## config.mk

```make
export PLATFORM = sky130hd
export DESIGN_NAME = ui_menu_keypad_flat
export DESIGN_NICKNAME = d
export VERILOG_FILES = /design/src/rtl/ui_menu_keypad_if.sv /design/src/rtl/ui_menu_keypad.sv /design/src/flat_wrapper.sv
export SDC_FILE = /design/constraint.sdc
export NUM_CORES = 1
export LEC_CHECK = 0
export ABC_AREA = 1
export BUFFER_PORTS_ARGS = -buffer_cell sky130_fd_sc_hd__buf_4
export CORE_MARGIN = 1.5
export CORE_UTILIZATION = 50
export CTS_CLUSTER_DIAMETER = 200
export DETAILED_ROUTE_END_ITERATION = 6
export PLACE_DENSITY = 0.64
export SLEW_MARGIN = 20
export SYNTH_ARGS = -nofsm -noshare
export SYNTH_HDL_FRONTEND = slang
export SYNTH_SLANG_ARGS = --single-unit
export TNS_END_PERCENT = 5
```

## constraint.sdc

```tcl
create_clock -name clk -period 4.15 [get_ports clk]
set_input_delay 0.6225 -clock clk [delete_from_list [all_inputs] [get_ports clk]]
set_output_delay 0.6225 -clock clk [all_outputs]
set_load 0.005 [all_outputs]
```

## src/rtl/ui_menu_keypad_if.sv

```systemverilog
// Menu/LCD side bundle of the front-panel keypad controller.
// master: page, val, alt_view, repaint out; lcd_busy in.
interface ui_menu_keypad_if #(
  parameter int NPAGE = 5,
  parameter int VAL_W = 4
);
  localparam int PW = $clog2(NPAGE + 1);

  logic [PW-1:0]          page;
  logic [NPAGE*VAL_W-1:0] val;
  logic                   alt_view;
  logic                   repaint;
  logic                   lcd_busy;

  modport master (
    output page, val, alt_view, repaint,
    input  lcd_busy
  );

  modport slave (
    input  page, val, alt_view, repaint,
    output lcd_busy
  );
endinterface

```

## src/rtl/ui_menu_keypad.sv

```systemverilog
// Keypad sync/debounce/auto-repeat feeding a paged settings menu.
// Ports: clk, rst (async low), btn_in, val_max, btn_evt, lcd (menu/LCD bundle).
module ui_menu_keypad #(
  parameter int                     NBTN     = 4,
  parameter int                     SYNC_STG = 2,
  parameter int                     LOCK_W   = 24,
  parameter int                     RPT_DLY  = 25000000,
  parameter int                     RPT_PER  = 5000000,
  parameter logic [NBTN-1:0]        RPT_MASK = NBTN'(4'b1100),
  parameter int                     NPAGE    = 5,
  parameter int                     VAL_W    = 4,
  parameter logic [NPAGE*VAL_W-1:0] VAL_INIT = '0,
  parameter bit                     WRAP     = 1'b1
) (
  input  logic                   clk,
  input  logic                   rst,
  input  logic [NBTN-1:0]        btn_in,
  input  logic [NPAGE*VAL_W-1:0] val_max,
  output logic [NBTN-1:0]        btn_evt,
  ui_menu_keypad_if.master       lcd
);

  localparam int PW   = $clog2(NPAGE + 1);
  localparam int RMAX = (RPT_DLY > RPT_PER) ? RPT_DLY : RPT_PER;
  localparam int RW   = $clog2(RMAX + 1);
  localparam logic [RW-1:0] DLY_T = RW'(RPT_DLY - 1);
  localparam logic [RW-1:0] PER_T = RW'(RPT_PER - 1);

  typedef enum logic [1:0] {
    S_IDLE,
    S_LOCK,
    S_HOLD,
    S_RPT
  } bst_t;

  logic [NBTN-1:0] evt_d;

  for (genvar i = 0; i < NBTN; i++) begin : g_btn
    logic [SYNC_STG-1:0] sync_q;
    logic                lvl;
    bst_t                st_q, st_d;
    logic [LOCK_W-1:0]   lock_q, lock_d;
    logic [RW-1:0]       rcnt_q, rcnt_d;

    assign lvl = sync_q[SYNC_STG-1];

    always_ff @(posedge clk or negedge rst) begin
      if (!rst) begin
        sync_q <= '0;
        st_q   <= S_IDLE;
        lock_q <= '0;
        rcnt_q <= '0;
      end else begin
        sync_q <= {sync_q[SYNC_STG-2:0], btn_in[i]};
        st_q   <= st_d;
        lock_q <= lock_d;
        rcnt_q <= rcnt_d;
      end
    end

    // rcnt counts cycles since the last event and saturates
    always_comb begin
      st_d     = st_q;
      lock_d   = lock_q;
      rcnt_d   = rcnt_q;
      evt_d[i] = 1'b0;
      if (rcnt_q != '1) rcnt_d = rcnt_q + 1'b1;
      unique case (st_q)
        S_IDLE: begin
          if (lvl) begin
            evt_d[i] = 1'b1;
            st_d     = S_LOCK;
            lock_d   = '0;
            rcnt_d   = '0;
          end
        end
        S_LOCK: begin
          lock_d = lock_q + 1'b1;
          if (lock_q == '1) st_d = lvl ? S_HOLD : S_IDLE;
        end
        S_HOLD: begin
          if (!lvl) begin
            st_d = S_IDLE;
          end else if (RPT_MASK[i] && rcnt_q >= DLY_T) begin
            evt_d[i] = 1'b1;
            st_d     = S_RPT;
            rcnt_d   = '0;
          end
        end
        S_RPT: begin
          if (!lvl) begin
            st_d = S_IDLE;
          end else if (rcnt_q >= PER_T) begin
            evt_d[i] = 1'b1;
            rcnt_d   = '0;
          end
        end
        default: st_d = S_IDLE;
      endcase
    end
  end

  always_ff @(posedge clk or negedge rst) begin
    if (!rst) btn_evt <= '0;
    else      btn_evt <= evt_d;
  end

  logic [3:0]             ev4, hit;
  logic                   on0, act;
  logic [PW-1:0]          sel, page_d;
  logic [VAL_W-1:0]       cur, mx, nxt;
  logic [NPAGE*VAL_W-1:0] val_d;
  logic                   alt_d, pend_q, pend_d, rep_d;

  // keep only the lowest-index event among the four menu buttons
  assign ev4 = btn_evt[3:0];
  assign hit = ev4 & (~ev4 + 4'd1);
  assign on0 = (lcd.page == '0);
  assign sel = on0 ? '0 : lcd.page - 1'b1;
  assign cur = lcd.val[sel*VAL_W +: VAL_W];
  assign mx  = val_max[sel*VAL_W +: VAL_W];

  always_comb begin
    page_d = lcd.page;
    alt_d  = lcd.alt_view;
    val_d  = lcd.val;
    nxt    = cur;
    act    = 1'b0;
    unique case (1'b1)
      hit[0]: begin
        act = 1'b1;
        if (on0 || lcd.page == PW'(NPAGE)) page_d = PW'(1);
        else page_d = lcd.page + 1'b1;
      end
      hit[1]: begin
        act = 1'b1;
        if (on0) alt_d = ~lcd.alt_view;
        else page_d = '0;
      end
      hit[2]: begin
        if (!on0) begin
          act = 1'b1;
          if (cur >= mx) nxt = WRAP ? '0 : mx;
          else nxt = cur + 1'b1;
        end
      end
      hit[3]: begin
        if (!on0) begin
          act = 1'b1;
          if (cur == '0) nxt = WRAP ? mx : '0;
          else nxt = cur - 1'b1;
        end
      end
      default: ;
    endcase
    val_d[sel*VAL_W +: VAL_W] = nxt;
  end

  // the repaint_q term keeps repaint pulses at least one cycle apart
  assign rep_d  = pend_q & ~lcd.lcd_busy & ~lcd.repaint;
  assign pend_d = act | (pend_q & ~rep_d);

  always_ff @(posedge clk or negedge rst) begin
    if (!rst) begin
      lcd.page     <= '0;
      lcd.val      <= VAL_INIT;
      lcd.alt_view <= 1'b0;
      lcd.repaint  <= 1'b0;
      pend_q       <= 1'b0;
    end else begin
      lcd.page     <= page_d;
      lcd.val      <= val_d;
      lcd.alt_view <= alt_d;
      lcd.repaint  <= rep_d;
      pend_q       <= pend_d;
    end
  end

endmodule
```

## src/flat_wrapper.sv

```systemverilog
// flat-port wrapper written by rule: the top's interface ports become plain ports
module ui_menu_keypad_flat 
#(
  parameter int                     NBTN     = 4,
  parameter int                     SYNC_STG = 2,
  parameter int                     LOCK_W   = 24,
  parameter int                     RPT_DLY  = 25000000,
  parameter int                     RPT_PER  = 5000000,
  parameter logic [NBTN-1:0]        RPT_MASK = NBTN'(4'b1100),
  parameter int                     NPAGE    = 5,
  parameter int                     VAL_W    = 4,
  parameter logic [NPAGE*VAL_W-1:0] VAL_INIT = '0,
  parameter bit                     WRAP     = 1'b1
)
  (clk, rst, btn_in, val_max, btn_evt, lcd_page, lcd_val, lcd_alt_view, lcd_repaint, lcd_lcd_busy);
  ui_menu_keypad_if #(.NPAGE(NPAGE), .VAL_W(VAL_W)) lcd_i ();
  input  logic clk;
  input  logic rst;
  input  logic [NBTN-1:0] btn_in;
  input  logic [NPAGE*VAL_W-1:0] val_max;
  output logic [NBTN-1:0] btn_evt;
  output wire logic [$bits(lcd_i.page)-1:0] lcd_page;
  output wire logic [$bits(lcd_i.val)-1:0] lcd_val;
  output wire logic [$bits(lcd_i.alt_view)-1:0] lcd_alt_view;
  output wire logic [$bits(lcd_i.repaint)-1:0] lcd_repaint;
  input wire logic [$bits(lcd_i.lcd_busy)-1:0] lcd_lcd_busy;
  assign lcd_page = lcd_i.page;
  assign lcd_val = lcd_i.val;
  assign lcd_alt_view = lcd_i.alt_view;
  assign lcd_repaint = lcd_i.repaint;
  assign lcd_i.lcd_busy = lcd_lcd_busy;
  ui_menu_keypad #(.NBTN(NBTN), .SYNC_STG(SYNC_STG), .LOCK_W(LOCK_W), .RPT_DLY(RPT_DLY), .RPT_PER(RPT_PER), .RPT_MASK(RPT_MASK), .NPAGE(NPAGE), .VAL_W(VAL_W), .VAL_INIT(VAL_INIT), .WRAP(WRAP)) u_core (.clk(clk), .rst(rst), .btn_in(btn_in), .val_max(val_max), .btn_evt(btn_evt), .lcd(lcd_i));
endmodule
```

## Word-level counts from Yosys, hierarchy flattened

Cells that the tools add are included.

| word-level totals | value |
|---|---|
| bits in registers | 242 |
| input port bits | 27 |
| output and inout bits | 29 |
| logic and storage cells | 207 |

| cells by class | value |
|---|---|
| shift-type cells | 4 |
| muxes and demuxes | 88 |
| add/subtract/negate cells | 14 |
| equal/unequal tests | 36 |
| $lt $le $gt $ge | 7 |
| reductions and logical operators | 26 |
| bitwise gates (word level) | 10 |

Operators with widths:

| operator | number |
|---|---|
| $mux W25 | 20 |
| $pmux W24 S2 | 4 |
| $pmux W25 S3 | 2 |
| $add A25 B1 Y25 const B | 4 |
| $ge A25 B23 Y1 const B | 4 |
| $ne A25 B25 Y1 const B | 4 |
| $pmux W25 S2 | 2 |
| $add A24 B1 Y24 const B | 4 |
| $eq A24 B24 Y1 const B | 4 |
| $mux W24 | 4 |
| $ge A25 B25 Y1 const B | 2 |
| $mux W2 | 20 |
| $shiftx A20 B6 Y4 | 2 |
| $neg A5 Y34 | 1 |
| $shift A4 B34 Y20 const A | 1 |
| $shiftx A4 B34 Y20 | 1 |
| $bwmux W20 | 1 |
| $mux W1 | 17 |
| $eq A2 B2 Y1 const B | 8 |
| $mux W4 | 4 |
| $ne A2 B1 Y1 const B | 8 |
| $pmux W2 S4 | 2 |
| $pmux W2 S3 | 2 |
| $reduce_and A2 Y1 | 6 |
| other kinds (27) | 58 |

## Logic depth before layout (Yosys ltp)

Gate-level depths: netlist of the first run.

| depth | value |
|---|---|
| word-level depth | 9 |
| mapped depth | 27 |
| mapped depth without buffers | 25 |

## Worst setup path before layout of the first run

OpenSTA, ideal clock, no wires.

| path | value |
|---|---|
| kind | register to register |
| start point | register u_core.lcd.page[0] |
| end point | register u_core.lcd.val[14] |
| library setup time | 76 ps |
| required time | 4074 ps |
| cell stages (with the launch flop) | 26 |
| path slack | 910 ps |
| arrival | 3164 ps |
| cells stage by stage | dfrtp_1 inv_1 ha_1 ha_1 inv_2 nand2_1 buf_4 buf_6 o21ai_0 o21ai_0 a22oi_1 ha_1 inv_1 o21bai_1 nand2_1 nand2_1 a31oi_1 and2_1 nand2_1 nand2_1 nand2_1 nand2_1 nand2_1 nor2_1 nand2_1 o21ai_1 |

| between the ends | value |
|---|---|
| word-level cells in the longest chain between the ends | 9 |
| elaborated cells between the ends (all ways) | 18 |
| classes of those cells | add/sub (4); order compare (1); shift (4); mux (7); reduce/logical (2) |

Ends and longest elaborated chain:

| element | line | text |
|---|---|---|
| start, declared | ui_menu_keypad_if.sv:16 | `output page, val, alt_view, repaint,` |
| start signal, assigned | ui_menu_keypad.sv:171 | `lcd.page <= page_d;` |
| $sub A3 B1 Y3 or $logic_not A3 Y1 (tied branches) | ui_menu_keypad.sv:119, ui_menu_keypad.sv:118 |  |
| $mux W3 | ui_menu_keypad.sv:119 | `assign sel = on0 ? '0 : lcd.page - 1'b1;` |
| $shiftx A20 B6 Y4 (on tied branches) | ui_menu_keypad.sv:120, ui_menu_keypad.sv:121 |  |
| $sub A4 B1 Y4 (tied with other cells) | ui_menu_keypad.sv:151 | `else nxt = cur - 1'b1;` |
| $mux W4 (on tied branches) | ui_menu_keypad.sv:150, ui_menu_keypad.sv:143 |  |
| $mux W4 (on tied branches) | ui_menu_keypad.sv:148, ui_menu_keypad.sv:141 |  |
| $pmux W4 S2 | ui_menu_keypad.sv:129 | `unique case (1'b1)` |
| $shiftx A4 B34 Y20 | ui_menu_keypad.sv:156 | `val_d[sel*VAL_W +: VAL_W] = nxt;` |
| $bwmux W20 * | ui_menu_keypad.sv:156 |  |
| end signal, assigned | ui_menu_keypad.sv:172 | `lcd.val <= val_d;` |
| end, declared | ui_menu_keypad_if.sv:16 |  |

Mark *: on every way between the ends. The rest lies on a longest branch, timed or not.
A chain may end at the register's enable or synchronous reset.

## Worst setup path in the final report of the first run

Ends and elaborated chain as after synthesis.

==> impl_metrics.env, run 1 <==
export IMPL_fin_skew_ns=0.0111
export IMPL_port_buffers=55
export IMPL_cts_setup_buffers=0
export IMPL_multi_input_area_sq_um=7080
export IMPL_viasPerCell=5.29
export IMPL_finalSetupTns_ns=0
export IMPL_clock_latency_ns=0.55
export IMPL_synth_area_leaders="dfrtp_1, nand2_1, inv_1"
export IMPL_path_max_fanout=20
export IMPL_antenna_left=0
export IMPL_cap_viol_max_count=0
export IMPL_totalWireLength_um=33500
export IMPL_final_max_slew_viol_count=0
export IMPL_synth_top_cell_by_area="dfrtp_1"
export IMPL_hp_class="in -> async"
export IMPL_timing_fmax_mhz=271
export IMPL_grt_max_degree=106
export IMPL_reg2reg_depth=25
export IMPL_min_period_ns=3.69
export IMPL_die_x_um=173
export IMPL_ys_seq_area_frac=0.418
export IMPL_synth_async_reset_ratio=1.00
export IMPL_crit_path_top_delay_cell="dfrtp_2"
export IMPL_syn_area_per_cell_sq_um=7.41
export IMPL_cts_root_buf="clkbuf_16"
export IMPL_drcViolationCount=0
export IMPL_grt_antenna_before_repair=0
export IMPL_path_clk_slew_ns=0.06
export IMPL_slew_headroom=0.347
export IMPL_drive_gt1_frac=0.0848
export IMPL_p_per_area_nw_per_um2=509
export IMPL_cts_buffers=28
export IMPL_arrival_ns=4.16
export IMPL_diodes=0
export IMPL_synth_edf_count=0
export IMPL_drt_iter0_markers=860
export IMPL_die_height_um=173
export IMPL_synth_top_area_share=0.418
export IMPL_worst_path_buf_inv=3
export IMPL_via_count=12800
export IMPL_grt_pass1_vias=12400
export IMPL_cp_depth=25
export IMPL_clk_path_buf_depth=3
export IMPL_finalSetupViolCount=0
export IMPL_synth_nets=2011
export IMPL_fill_cells=2715
export IMPL_start_util=0.506
export IMPL_first_pass_iters=5
export IMPL_cp_data_required_time_ns=4.63
export IMPL_grt_usage=0.228
export IMPL_rsz0062_at_grt="false"
export IMPL_ys_flop_type="dfrtp_1"
export IMPL_overflow=0
export IMPL_vdd_drop_max_mv=0.402
export IMPL_netlist_instances=1953
export IMPL_layout_area_seq_sq_um=6060
export IMPL_critPathMostFrequentCell="nand2_1"
export IMPL_core_area_sq_um=28600
export IMPL_slowest_delay_ns=0.47
export IMPL_power_leakage_nw=7.70
export IMPL_start_kind="flop"
export IMPL_period_share=0.888
export IMPL_worstMarginPinSlew_ns=0.977
export IMPL_dieArea_sq_um=30000
export IMPL_wl_per_cell_um=13.8
export IMPL_cp_end_kind="flop"
export IMPL_outcome="finished clean"
export IMPL_routabilityCongestion=0.937
export IMPL_io_pins=56
export IMPL_crit_family="simple AND/OR/NAND/NOR gates"
export IMPL_grt_first_pass_wirelength_um=58500
export IMPL_fin_nets=2080
export IMPL_hpwl_um=24400
export IMPL_ys_seq_elements=242
export IMPL_cts_tree="built"
export IMPL_synth_area_sq_um=14500
export IMPL_synth_distinct_cells=60
export IMPL_cts_sink_count=242
export IMPL_yosysWarnings=0
export IMPL_finalPower_mw=8.25
export IMPL_hold_violations=0
export IMPL_critPathKind="reg -> reg"
export IMPL_rows=62
export IMPL_htreeDepth=1
export IMPL_area_growth_pct=11.9
## synth_stat cells (9+ instances only)
| cell | count |
|---|---|
| nand2_1 | 403 |
| inv_1 | 313 |
| dfrtp_1 | 242 |
| nor2_1 | 192 |
| a21oi_1 | 139 |
| nand3_1 | 110 |
| o21ai_0 | 104 |
| nor3_1 | 99 |
| nand4_1 | 47 |
| xor2_1 | 43 |
| ha_1 | 31 |
| nor4_1 | 23 |
| xnor2_1 | 15 |
| o21ai_1 | 14 |
| clkbuf_1 | 12 |
| nor2_2 | 10 |
| or2_2 | 9 |
## timing repair
action / in CTS / in global routing
gates resized for setup: 0 / 3
setup endpoints to repair: 0 / 13
hold buffers: 0 / 0
## where the power goes
| part | switching (mW) | internal [mW] | total [mW] |
|---|---|---|---|
| Sequential | 0.297 | 2.64 | 2.94 |
| Clock | 0.972 | 1.39 | 2.36 |
| Combinational | 1.97 | 0.982 | 2.95 |
## worst paths after layout
check / startpoint / slack (ns) / endpoint
max in group asynchronous: rst / 3.13 / u_core.g_btn[0].lock_q[11]$_DFFE_PN0P_
max: u_core.lcd.page[0]$_DFFE_PN0P_ / 0.46 / u_core.lcd.val[14]$_DFFE_PN0P_
min in group clk: btn_in[2] / 0.19 / u_core.g_btn[2].sync_q[0]$_DFF_PN0_
min: rst / 0.10 / u_core.g_btn[2].rcnt_q[11]$_DFF_PN0_
min reg2reg: u_core.g_btn[1].sync_q[0]$_DFF_PN0_ / 0.35 / u_core.g_btn[1].sync_q[1]$_DFF_PN0_
max reg2reg: u_core.lcd.page[0]$_DFFE_PN0P_ / 0.46 / u_core.lcd.val[14]$_DFFE_PN0P_
## worst register-to-register path, cell delays in order (launching register included)
cell      delay [ns]
dfrtp_2         0.47
inv_1           0.14
ha_1            0.23
ha_2            0.32
inv_2           0.07
nand2_2         0.27
nand2_1         0.10
nand3_1         0.10
nand2_1         0.06
nand2_1         0.05
nand2_1         0.15
ha_1            0.35
inv_1           0.06
o21bai_1        0.06
nand2_1         0.06
nand2_1         0.04
a31oi_1         0.20
and2_1          0.23
nand2_1         0.07
nand2_1         0.06
nand2_1         0.05
nand2_1         0.06
nand2_1         0.06
nor2_1          0.14
nand2_1         0.09
o21ai_1         0.13
## through the flow
step	area, sq um	util	worst slack (ns)	hold slack (ns)	std cells
4_1_cts	16200	0.566	0.300	0.130	2423
3_5_place_dp	15300	0.535	0.319	0.343	2375
3_3_place_gp	15300	0.535	0.395	0.341	2375
5_1_grt	16200	0.566	0.0891	0.167	2424
2_1_floorplan	14500	-	0.910	0.327	1953
6_report	16200	0.566	0.465	0.104	2424
## cells by family (layout without fill, tap and decap cells)
logic type / count (synthesis) / after routing / synth area share
and+or+nand+nor: 946 / 947 / 0.299
buffers and inverters: 347 / 433 / 0.0933
AOI/OAI and AO/OA: 325 / 325 / 0.125
DFF: 242 / 242 / 0.418
xor gates and xnor gates: 58 / 58 / 0.0351
adders and majority gates: 31 / 31 / 0.0268
muxes: 4 / 4 / 0.00277
## area by class of cell
class	count	share of cell area
clock buffer	40	0.0492
inverter	321	0.0743
multi-input combinational	1365	0.437
clock inverter	8	0.00455
sequential	242	0.374
timing repair buffer	64	0.0316
tap	384	0.0296
## cells in the final DEF (no fill, tap or decap), types with 9 or more instances in the layout
cell and instances:
inv_1 313, ha_1 30, o21ai_0 104, buf_4 61, nor2_2 11, xor2_1 43
a21oi_1 139, xnor2_1 15, nand2_2 9, dfrtp_1 241, o21ai_1 14, nor2_1 192
nor3_1 99, clkbuf_16 29, or2_2 9, nand3_1 110, nor4_1 23, nand2_1 402
nand4_1 47
## flip-flops by register name (all words and copies together) (netlist names)
signal / count
u_core.g_btn.st_q: 8
u_core.g_btn.sync_q: 8
u_core.lcd.page: 3
u_core.btn_evt: 4
u_core.g_btn.rcnt_q: 100
u_core.lcd.repaint: 1
u_core.lcd.alt_view: 1
u_core.g_btn.lock_q: 96
u_core.pend_q: 1
u_core.lcd.val: 20
## per-layer routing
layer  vias to the layer above  share of wire  track usage
li1                       6539              -            -
met1                      5912           0.49        0.331
met2                       316           0.44        0.363
met3                        51          0.049       0.0308
met4                         0          0.021       0.0504
met5                         -              0            0
No activity file was read; power rests on OpenSTA's default activity.
==> run 2, diff against run 1 <==
--- a/config.mk
+++ b/config.mk
@@ -5,13 +5,13 @@
 export SDC_FILE = /design/constraint.sdc
 export NUM_CORES = 1
 export LEC_CHECK = 0
-export ABC_AREA = 1
+export ABC_AREA = 0
 export BUFFER_PORTS_ARGS = -buffer_cell sky130_fd_sc_hd__buf_4
 export CORE_MARGIN = 1.5
 export CORE_UTILIZATION = 50
 export CTS_CLUSTER_DIAMETER = 200
 export DETAILED_ROUTE_END_ITERATION = 6
-export PLACE_DENSITY = 0.64
+export PLACE_DENSITY = 0.66
 export SLEW_MARGIN = 20
 export SYNTH_ARGS = -nofsm -noshare
 export SYNTH_HDL_FRONTEND = slang
==> constraint.sdc (replaced) <==
create_clock -name clk -period 3 [get_ports clk]
set_input_delay 0.45 -clock clk [delete_from_list [all_inputs] [get_ports clk]]
set_output_delay 0.45 -clock clk [all_outputs]
set_load 0.005 [all_outputs]
==> run 2 against run 1 <==
  * The flow now finishes with violations (negative setup slack)
  * Synthesized cell count down 29%
  * Clock-buffer cell count up 3
  * Worst setup slack got worse by 0.78 ns
  * Critical path depth shrank 10
  * Non-clock buffer count increased by 77
  * Clock power is 44% higher
  * Sequential cell count did not move
  * Utilization grew 3.8 points
  * Hold slack got worse by 0.072 ns
  * First-iteration DRC count shrank 30%
  * Register-to-register slack got worse by 0.78 ns
  * Critical endpoint is now u_core.lcd.val[5]$_DFFE_PN0P_
==> impl_metrics.env, run 2 <==
export IMPL_outcome="finished, violations left"
export IMPL_violations="negative setup slack"
export IMPL_via_count=10300
export IMPL_grt_first_pass_wirelength_um=47900
export IMPL_first_pass_iters=4
export IMPL_finalPower_mw=11.4
export IMPL_die_x_um=165
export IMPL_hpwl_um=19700
export IMPL_path_clk_slew_ns=0.06
export IMPL_cts_buffers=28
export IMPL_fin_area_sq_um=15700
export IMPL_reg_largest_list="u_core.g_btn.rcnt_q: 100 flops, u_core.g_btn.lock_q: 96 flops, u_core.lcd.val: 20 flops"
export IMPL_grt_max_degree=59
export IMPL_worst_hold_slack_ns=0.0317
export IMPL_drcViolationCount=0
export IMPL_htreeDepth=1
export IMPL_netlist_instances=1387
export IMPL_fin_cells=1871
export IMPL_yosys_cell_count_top_type="dfrtp_1"
export IMPL_drive_gt1_frac=0.165
export IMPL_synth_nets=1445
export IMPL_regMostFlops="u_core.g_btn.rcnt_q"
export IMPL_synth_async_reset_ratio=1.00
export IMPL_finalSetupTns_ns=-4.90
export IMPL_rrSetupSlack_ns=-0.32
export IMPL_synth_top_area_share=0.462
export IMPL_synth_distinct_cells=78
export IMPL_die_height_um=165
export IMPL_fin_skew_ns=0.0232
export IMPL_antenna_left=0
export IMPL_slew_headroom=0.432
export IMPL_synth_area_leaders="dfrtp_1, xor2_1, nor2_1"
export IMPL_hold_violations=0
export IMPL_port_buffers=55
export IMPL_dp_slack_ns=-0.421
export IMPL_start_kind="flop"
export IMPL_routabilityCongestion=0.906
export IMPL_worstMarginPinSlew_ns=0.839
export IMPL_p_per_area_nw_per_um2=729
export IMPL_dieArea_sq_um=27200
export IMPL_synth_edf_count=0
export IMPL_power_leakage_nw=6.89
export IMPL_path_max_fanout=5
export IMPL_worst_slack_ns=-0.315
export IMPL_grt_antenna_before_repair=0
export IMPL_ys_flop_type="dfrtp_1"
export IMPL_finalSetupViolCount=20
export IMPL_vdd_drop_max_mv=0.504
export IMPL_fin_nets=1572
export IMPL_critPathKind="reg -> reg"
export IMPL_hp_class="in -> reg"
export IMPL_holdPathStages=1
export IMPL_overflow=0
export IMPL_cap_viol_max_count=0
export IMPL_drt_iter0_markers=601
export IMPL_arrival_ns=3.73
export IMPL_layout_commonest_cell="dfrtp_1"
export IMPL_syn_area_per_cell_sq_um=9.45
export IMPL_cts_tree="built"
export IMPL_rr_endpoint="u_core.lcd.val[5]$_DFFE_PN0P_"
export IMPL_period_share=1.11
export IMPL_fin_util=0.604
export IMPL_start_util=0.506
export IMPL_cp_end_kind="flop"
export IMPL_wl_per_cell_um=15.2
export IMPL_clk_path_buf_depth=3
export IMPL_hold_end="u_core.g_btn[0].sync_q[0]$_DFF_PN0_"
export IMPL_rows=59
export IMPL_largest_reg_flops=100
export IMPL_cts_root_buf="clkbuf_16"
export IMPL_grt_usage=0.213
export IMPL_ys_seq_area_frac=0.462
export IMPL_r2r_start="u_core.lcd.page[1]$_DFFE_PN0P_"
export IMPL_min_period_ns=3.32
export IMPL_viasPerCell=5.52
export IMPL_area_growth_pct=19.5
export IMPL_dpl_cell_count=1808
export IMPL_totalWireLength_um=28400
export IMPL_final_cell_mix="dfrtp_1, nor2_1, buf_4"
export IMPL_ys_seq_elements=242
export IMPL_dpl_cell_area_sq_um=14500
export IMPL_timing_fmax_mhz=302
export IMPL_clock_latency_ns=0.54
export IMPL_io_pins=56
export IMPL_hold_path_startpoint="btn_in[0]"
export IMPL_cp_data_required_time_ns=3.41
export IMPL_cts_sink_count=242
export IMPL_diodes=0
export IMPL_core_area_sq_um=25900
export IMPL_reg2reg_depth=15
export IMPL_final_max_slew_viol_count=0
export IMPL_rsz0062_at_grt="true"
export IMPL_synth_area_sq_um=13100
export IMPL_synth_top_cell_by_area="dfrtp_1"
export IMPL_yosysWarnings=0
export IMPL_synthTopCellsByCount="dfrtp_1, nor2_1, nand2_1"
export IMPL_grt_pass1_vias=10000
run 2: changes by cell type after synthesis, moves of 52 or more:
cell,before,now
o21ai_0,104,38
inv_1,313,48
xor2_1,43,95
nand2_1,403,112
xnor2_1,15,72
a21oi_1,139,32
run 2: power breakdown:
group          total, mW  internal (mW)  switching (mW)
sequential          4.07           3.63           0.440
combinational       3.93           1.84            2.09
clock               3.41           2.07            1.34
total               11.4           7.54            3.88
run 2: layout make-up:
| class | instances | area, sq um |
|---|---|---|
| fillers | 2231 | 10200 |
| clock inverters | 9 | 78.8 |
| multi-input cells | 1050 | 6930 |
| well taps | 335 | 419 |
| flip-flops and latches | 242 | 6060 |
| inverters | 51 | 194 |
| clock buffers | 43 | 868 |
| repair buffers | 141 | 1120 |
run 2: critical path, stage by stage, from the launching register on:
cell and delay, ns:
dfrtp_1 0.42, inv_2 0.09, ha_4 0.17, mux2_4 0.35, inv_4 0.09, mux2_4 0.30
a221o_1 0.30, inv_2 0.12, buf_12 0.11, ha_4 0.12, inv_1 0.05, a211o_1 0.27
nor2_2 0.12, mux2i_1 0.08, a221o_1 0.37, a32o_1 0.25
run 2: worst max-delay path by stage:
stage                                           to                      startpoint
finish               u_core.lcd.val[5]$_DFFE_PN0P_  u_core.lcd.page[1]$_DFFE_PN0P_
global route        u_core.lcd.val[18]$_DFFE_PN0P_  u_core.lcd.page[1]$_DFFE_PN0P_
CTS                  u_core.lcd.val[5]$_DFFE_PN0P_  u_core.lcd.page[1]$_DFFE_PN0P_
detailed placement   u_core.lcd.val[5]$_DFFE_PN0P_  u_core.lcd.page[1]$_DFFE_PN0P_
global placement    u_core.lcd.val[18]$_DFFE_PN0P_  u_core.lcd.page[1]$_DFFE_PN0P_
floorplan            u_core.lcd.val[3]$_DFFE_PN0P_  u_core.lcd.page[0]$_DFFE_PN0P_
run 2: per-layer routing:
| metal | up-vias | GRT usage | wire [um] |
|---|---|---|---|
| met3 | 47 | 0.0311 | 1250 |
| li1 | 5150 | - | - |
| met1 | 4935 | 0.299 | 13900 |
| met2 | 203 | 0.344 | 12600 |
| met4 | 0 | 0.0598 | 653 |
| met5 | - | 0 | 0 |
run 2: kinds of logic (layout without fill, tap and decap cells):
kind of cell             Yosys count  count (layout)  synth area share
AO/OA/AOI/OAI                    154             154            0.0844
flip-flops                       242             242             0.462
multiplexers                      28              28            0.0281
buffers and inverters             95             244            0.0281
XOR/XNOR                         167             167             0.112
adder cells (fa/ha/maj)           31              31            0.0296
AND/OR/NAND/NOR                  670             670             0.256
run 2: timing repair:
action	4_1_cts	5_1_grt
setup buffers	3	4
hold buffers	4	0
resized for setup	12	10
endpoints found under the setup margin	20	20
pin swaps	10	9
hold endpoints to repair	55	0
